### src/rtl/uart_rx.sv
// UART receiver: 8 data bits, LSB first, 1 stop bit, 16x oversampling.
// Define UART_RX_PARITY_EN to expect an even-parity bit after the data bits.
module uart_rx #(
    parameter int CLK_FREQ = 50000000,
    parameter int BAUD     = 9600
) (
    input  logic       clk,
    input  logic       reset,
    input  logic       serial_in,
    output logic [7:0] data_out,
    output logic       data_valid,
    output logic       frame_err,
    output logic       parity_err,
    output logic       busy
);

    localparam int DATA_W   = 8;
    localparam int BIT_W    = $clog2(DATA_W);
    localparam int TICK_DIV = CLK_FREQ / (BAUD * 16);
    localparam int DIV_W    = (TICK_DIV > 1) ? $clog2(TICK_DIV) : 1;
    localparam logic [DIV_W-1:0] DIV_LAST = DIV_W'(TICK_DIV - 1);
    localparam logic [BIT_W-1:0] BIT_LAST = BIT_W'(DATA_W - 1);

    typedef enum logic [2:0] {
        IDLE,
        START,
        DATA,
`ifdef UART_RX_PARITY_EN
        PARITY,
`endif
        STOP,
        WAIT_IDLE
    } state_t;

    state_t state, state_nxt;

    logic              sync_p0, sync_p1, line_p2;
    logic              fall;
    logic [DIV_W-1:0]  div_cnt;
    logic              tick;
    logic [3:0]        tick_cnt;
    logic [BIT_W-1:0]  bit_cnt;
    logic [DATA_W-1:0] shift_reg;
    logic              sample_mid, sample_bit;
    logic              clr_cnt, shift_en, done_ok, done_ferr;

`ifdef UART_RX_PARITY_EN
    logic par_bit, par_ok, done_perr;

    function automatic logic even_parity(input logic [DATA_W-1:0] d);
        return ^d;
    endfunction
`endif

    // stage p0/p1: metastability synchronizer; p2: previous value for edge detect
    always_ff @(posedge clk) begin
        if (reset) begin
            sync_p0 <= 1'b1;
            sync_p1 <= 1'b1;
            line_p2 <= 1'b1;
        end else begin
            sync_p0 <= serial_in;
            sync_p1 <= sync_p0;
            line_p2 <= sync_p1;
        end
    end

    assign fall       = line_p2 & ~sync_p1;
    assign busy       = (state != IDLE);
    assign tick       = busy && (div_cnt == DIV_LAST);
    assign sample_mid = tick && (tick_cnt == 4'd7);
    assign sample_bit = tick && (tick_cnt == 4'd15);

    always_ff @(posedge clk) begin
        if (reset || clr_cnt || !busy)
            div_cnt <= '0;
        else if (div_cnt == DIV_LAST)
            div_cnt <= '0;
        else
            div_cnt <= div_cnt + DIV_W'(1);
    end

    // tick_cnt wraps 15 -> 0, so each data bit lands 16 ticks after the previous one
    always_ff @(posedge clk) begin
        if (reset || clr_cnt) begin
            tick_cnt <= 4'd0;
            bit_cnt  <= '0;
        end else begin
            if (tick)
                tick_cnt <= tick_cnt + 4'd1;
            if (shift_en)
                bit_cnt <= bit_cnt + BIT_W'(1);
        end
    end

    always_ff @(posedge clk) begin
        if (reset)
            shift_reg <= '0;
        else if (shift_en)
            shift_reg <= {sync_p1, shift_reg[DATA_W-1:1]};
    end

`ifdef UART_RX_PARITY_EN
    always_ff @(posedge clk) begin
        if (reset)
            par_bit <= 1'b0;
        else if (state == PARITY && sample_bit)
            par_bit <= sync_p1;
    end

    assign par_ok = (even_parity(shift_reg) == par_bit);
`endif

    always_ff @(posedge clk) begin
        if (reset)
            state <= IDLE;
        else
            state <= state_nxt;
    end

    always_comb begin
        state_nxt = state;
        clr_cnt   = 1'b0;
        shift_en  = 1'b0;
        done_ok   = 1'b0;
        done_ferr = 1'b0;
`ifdef UART_RX_PARITY_EN
        done_perr = 1'b0;
`endif
        case (state)
            IDLE: begin
                if (fall) begin
                    state_nxt = START;
                    clr_cnt   = 1'b1;
                end
            end
            START: begin
                if (sample_mid) begin
                    if (!sync_p1) begin
                        state_nxt = DATA;
                        clr_cnt   = 1'b1;
                    end else begin
                        state_nxt = IDLE;
                    end
                end
            end
            DATA: begin
                if (sample_bit) begin
                    shift_en = 1'b1;
                    if (bit_cnt == BIT_LAST)
`ifdef UART_RX_PARITY_EN
                        state_nxt = PARITY;
`else
                        state_nxt = STOP;
`endif
                end
            end
`ifdef UART_RX_PARITY_EN
            PARITY: begin
                if (sample_bit)
                    state_nxt = STOP;
            end
`endif
            STOP: begin
                if (sample_bit) begin
                    if (sync_p1) begin
                        state_nxt = IDLE;
`ifdef UART_RX_PARITY_EN
                        if (par_ok)
                            done_ok = 1'b1;
                        else
                            done_perr = 1'b1;
`else
                        done_ok = 1'b1;
`endif
                    end else begin
                        // a bad stop bit outranks any parity result
                        done_ferr = 1'b1;
                        state_nxt = WAIT_IDLE;
                    end
                end
            end
            WAIT_IDLE: begin
                if (sync_p1)
                    state_nxt = IDLE;
            end
            default: state_nxt = IDLE;
        endcase
    end

    // output stage: pulses appear one clk after the stop-bit sample edge
    always_ff @(posedge clk) begin
        if (reset) begin
            data_out   <= 8'h00;
            data_valid <= 1'b0;
            frame_err  <= 1'b0;
        end else begin
            data_valid <= done_ok;
            frame_err  <= done_ferr;
            if (done_ok)
                data_out <= shift_reg;
        end
    end

`ifdef UART_RX_PARITY_EN
    always_ff @(posedge clk) begin
        if (reset)
            parity_err <= 1'b0;
        else
            parity_err <= done_perr;
    end
`else
    assign parity_err = 1'b0;
`endif

endmodule

### config.mk
export PLATFORM = sky130hd
export DESIGN_NAME = uart_rx
export DESIGN_NICKNAME = d
export VERILOG_FILES = /design/src/rtl/uart_rx.sv
export SDC_FILE = /design/constraint.sdc
export NUM_CORES = 1
export LEC_CHECK = 0
export BUFFER_PORTS_ARGS = -buffer_cell sky130_fd_sc_hd__clkbuf_2
export CAP_MARGIN = 30
export CORE_MARGIN = 3
export CORE_UTILIZATION = 50
export DETAILED_ROUTE_END_ITERATION = 8
export MAX_ROUTING_LAYER = met4
export PLACE_DENSITY_LB_ADDON = 0.15
export SYNTH_ARGS = -nofsm -noshare
export SYNTH_HDL_FRONTEND = slang
export SYNTH_SLANG_ARGS = --single-unit
### constraint.sdc
create_clock -name clk -period 4.7 [get_ports clk]
set_input_delay 1.175 -clock clk [delete_from_list [all_inputs] [get_ports clk]]
set_output_delay 1.175 -clock clk [all_outputs]
set_load 0.05 [all_outputs]
# Word level (Yosys, flattened, before mapping)
# Index checks and enable logic that the tools add are counted.
[totals]
output_inout_bits = 12
mem_count = 0
latchBits = 0
wordCells = 61
romBits = 0
ramBits = 0
ff_bits = 40
[op_classes]
n_reduce_logical = 11
n_mul = 0
n_mux = 18
add_sub_neg = 3
shifts = 0
n_lt_le_gt_ge = 0
eq_ne = 14
bitwise = 4
n_div = 0
[ops]
columns = ["operator", "count"]
rows = [
  ["$mux 3", 7],
  ["$pmux 3 s5", 1],
  ["$ne 2x2->1 const B", 6],
  ["$add 9x1->9 const B", 1],
  ["$eq 9x9->1 const B", 1],
  ["$mux 1", 8],
  ["$eq 3x2->1 const B", 2],
  ["$eq 3x3->1 const B", 2],
  ["$reduce_and 6->1", 1],
  ["$add 4x1->4 const B", 1],
  ["$eq 4x3->1 const B", 1],
  ["$eq 4x4->1 const B", 1],
  ["$add 3x1->3 const B", 1],
  ["$eq 3x1->1 const B", 1],
  ["$logic_and 1x1->1", 3],
  ["$logic_not 3->1", 1],
  ["$not 1->1", 3],
  ["$reduce_bool 3->1", 1],
  ["$reduce_or 3->1", 1],
  ["$logic_or 1x1->1", 2],
  ["$mux 2", 1],
  ["$pmux 1 s2", 1],
  ["$reduce_or 2->1", 1],
  ["$and 1x1->1", 1],
  ["$logic_not 1->1", 1],
]

# Longest topological paths before layout
[depth]
word_depth = 8
depth_mapped = 7

# Worst setup path after synthesis
# Ideal clock, no wire load.
[synth_timing]
path_type = "register -> output"
from = "register state[1]"
to = "output port busy"
path_slack_ns = 2.644
path_buffers = 1
path_stages_with_launch = 4
arrival_time_ns = 0.881
cell_sequence = "dfxtp_1 > buf_2 > nor3_1 > inv_1"
[synth_via]
elab_chain_cells = 1
[synth_rtl]
columns = ["item", "line", "rtl"]
rows = [
  ["from (decl)", "35", "state_t state, state_nxt;"],
  ["from (signal assigned)", "118", "state <= state_nxt;"],
  ["$reduce_bool 3->1", "69", "assign busy = (state != IDLE);"],
  ["to (decl)", "14", "output logic busy"],
]
# No other way between the ends.

# Final worst setup path
# Ends and elaborated chain as after synthesis.

==> impl_metrics.toml <==
[floorplan]
die_area_um2 = 4134
initial_utilization_pct = 53.89
die_height_um = 64.30
die_width_um = 64.30
floorplan.io_pins = 15
design.core.area_um2 = 3153
std_cell_rows = 20

[global_route]
vias_in_the_first_global_route = 1092
globalRouteTotalUtil_pct = 15.36
grt_pass1_wl_um = 4816
pin_count_of_the_biggest_net_entering_global_routing = 25
antenna_found_initial = 0
grt_remaining_overflow = 0

[cells_and_area]
num_antenna_cells = 0
final_util_pct = 57.50
synthToLayoutAreaGrowth_pct = 6.701
final_design_area_no_fill_um2 = 1813
layout-drive-gt1-share_pct = 22.53
fillerInstances = 291
post_layout_nets = 190
largest_reg_flops = 9

[logic_synthesis]
synth.yosys.warnings = 0
sequential_area_share_after_synthesis_pct = 47.13
ys_ff_latch = 40
ys_types = 39
mappedNetlistArea_um2 = 1699
synth_fp_nets = 178
synthesis.area_per_instance_um2 = 9.995
netlist_instances = 170

[run]
maxCapViolations = 0

[power]
clock_power_share_pct = 31.5
power_frac_comb_pct = 3.0
power_report.internal_total_w = 0.0003992
p_leak_nw = 0.7305
switching_share_pct = 23.64
power_frac_seq_pct = 65.5
total_switching_power_w = 0.0001236
peakVddDrop_mv = 0.2099
pwr_cell_area_nw_per_um2 = 288.4

[sta]
postLayoutSetupSlackWorst_ns = 2.157
timing.setup.tns_ns = 0
timing.slew.headroom_pct = 60.37
timing_hold_violations_final = 0
grt_setup_unrepaired = "no"
fin_crit_sh_pct = 54.10
timing.final.max_slew_violations = 0
timing.fmax_mhz = 393.3
fin_skew_ns = 0.01095
setup_viol = 0
tightest_pin_transition_ns = 0.5927
min_period_ns = 2.543

[clock_tree]
worst_skew_pair.late_latency_ns = 0.35
cts.htree.levels = 2
cts_inserted_buffers = 5
root_buffer = "sky130_fd_sc_hd__clkbuf_4"
tritoncts = "built"
cts.sinks = 40
cts_buffer_depth = 2
cts_setup_buffers = 0
post_cts_resized = 0
post_cts_hold_buffer_count = 0
cts.clk_slew.worst_paths_ns = 0.11

[worst_setup_path]
critical-path-max-stage-delay_ns = 0.40
critPathRequiredTime_ns = 3.52
crit_path_cell_trace = "nor3_1, inv_1, clkbuf_2"
critical_path.max_fanout = 8
reg2reg_slack_ns = 2.83
critical_path.top_delay_family = "flip-flops"
slowest_stage = "sky130_fd_sc_hd__dfxtp_1"
critPathLaunchType = "flip-flop"
worst_path_bufs_invs = 2
crit_path_end_kind = "primary output"
timing.critical_path.arrival_ns = 1.37
worst_setup_path_class = "flip-flop to primary output"

[drt]
drc = 0
wl_per_cell_um = 12.05
firstDrtPassIters = 4
drt_iter0_drc = 45
via_per_inst = 5.274
routed_wirelength_um = 2724
detailroute.via_count = 1192
drt.antenna.violating_nets = 0

[outcome]
run_status = "finished, final reports clean"

[placement]
dp_worst_setup_slack_ns = 2.321
dpl.hpwl_um = 1955
dpl_cell_area_um2 = 1763
portBuffers = 13
gp_routability_congestion = 0.8329

[hold_path]
hold_crit_class = "flip-flop to flip-flop"
==> final timing paths <==
| check | to | start | cells after the start |
|---|---|---|---|
| hold / removal | sync_p1$_SDFF_PP1_ | sync_p0$_SDFF_PP1_ | 1 |
| setup reg to reg | data_out[7]$_SDFFE_PP0P_ | div_cnt[0]$_SDFF_PP0_ | 6 |
| setup / recovery | busy | state[1]$_SDFFE_PP0P_ | 3 |
| hold reg to reg | sync_p1$_SDFF_PP1_ | sync_p0$_SDFF_PP1_ | 1 |
==> worst register-to-register path, cell delays in order (launching register included) <==
cell	delay, ns
sky130_fd_sc_hd__dfxtp_1	0.38
sky130_fd_sc_hd__inv_1	0.08
sky130_fd_sc_hd__ha_1	0.14
sky130_fd_sc_hd__and4bb_4	0.29
sky130_fd_sc_hd__nand4_1	0.49
sky130_fd_sc_hd__mux2i_1	0.31
sky130_fd_sc_hd__nor2_1	0.06
==> stage by stage <==
stage / power (W) / hold slack (ns) / std cells
2_1_floorplan: 0.0003632 / 0.3895 / 170
3_3_place_gp: 0.0003654 / 0.3943 / 219
3_5_place_dp: 0.0003659 / 0.3977 / 219
4_1_cts: 0.0005302 / 0.4247 / 226
5_1_grt: 0.0005474 / 0.4298 / 226
6_report: 0.0005229 / 0.4211 / 226
==> synth_stat cells, drive strengths merged <==
cell | number | area [um2]
a2111oi | 1 | 8.760
a21oi | 5 | 25.02
a221o | 1 | 10.01
a31oi | 1 | 6.260
and2 | 1 | 8.760
and3 | 2 | 13.77
and4 | 2 | 20.02
and4b | 1 | 10.01
and4bb | 2 | 32.53
buf | 6 | 48.79
clkbuf | 2 | 7.510
conb | 1 | 3.750
dfxtp | 40 | 800.8
ha | 5 | 62.56
inv | 4 | 15.01
mux2i | 18 | 180.2
nand2 | 4 | 15.01
nand3 | 9 | 50.05
nand4 | 5 | 31.28
nor2 | 34 | 150.1
nor2b | 1 | 6.260
nor3 | 2 | 15.01
nor3b | 1 | 7.510
o21ai | 3 | 18.77
o31a | 1 | 8.760
or2 | 4 | 25.03
or3 | 2 | 12.51
or3b | 1 | 8.760
xnor2 | 2 | 17.52
xor2 | 9 | 78.83
==> power groups by stage <==
stage	Clock, W	Combinational, W	Sequential, W
2_1_floorplan	0	0.0000134	0.000350
3_3_place_gp	0	0.0000152	0.000350
3_5_place_dp	0	0.0000156	0.000350
4_1_cts	0.000172	0.0000157	0.000343
5_1_grt	0.000187	0.0000171	0.000343
6_report	0.000165	0.0000154	0.000343
==> cell usage in the layout, fill, tap and decap left out, types with 3 or more instances in the layout <==
master,count
sky130_fd_sc_hd__a21oi_1,5
sky130_fd_sc_hd__clkbuf_2,13
sky130_fd_sc_hd__clkbuf_4,5
sky130_fd_sc_hd__dfxtp_1,40
sky130_fd_sc_hd__ha_1,5
sky130_fd_sc_hd__inv_1,4
sky130_fd_sc_hd__mux2i_1,18
sky130_fd_sc_hd__nand2_1,4
sky130_fd_sc_hd__nand3_1,8
sky130_fd_sc_hd__nand4_1,5
sky130_fd_sc_hd__nor2_1,25
sky130_fd_sc_hd__nor2_2,9
sky130_fd_sc_hd__or2_2,3
sky130_fd_sc_hd__xor2_1,9
==> routing by layer <==
| layer | global-route usage, % | up-vias | share of wire (%) |
|---|---|---|---|
| met1 | 18.51 | 566 | 49 |
| li1 | - | 605 | - |
| met5 | - | - | 0 |
| met2 | 23.45 | 16 | 47 |
| met4 | 5.541 | 0 | 1.1 |
| met3 | 5.800 | 5 | 3.6 |
==> final cells by class <==
class | count | area [um2] | area share, %
clock inverters | 2 | 12.51 | 0.6901
well taps | 44 | 55.05 | 3.037
repair buffers | 13 | 65.06 | 3.589
flip-flops and latches | 40 | 800.8 | 44.17
inverters | 4 | 15.01 | 0.8282
multi-input cells | 118 | 827.0 | 45.62
clock buffers | 5 | 37.54 | 2.070
==> cell families after synthesis <==
group                    Yosys count  synth area share, %
AO/OA/AOI/OAI                     12                4.566
AND/OR/NAND/NOR                   71                23.93
flip-flops                        40                47.13
XOR/XNOR                          11                5.671
adder cells (fa/ha/maj)            5                3.682
other                              1               0.2207
multiplexers                      18                10.60
buffers and inverters             12                4.197
No activity file was read; power rests on OpenSTA's default activity.
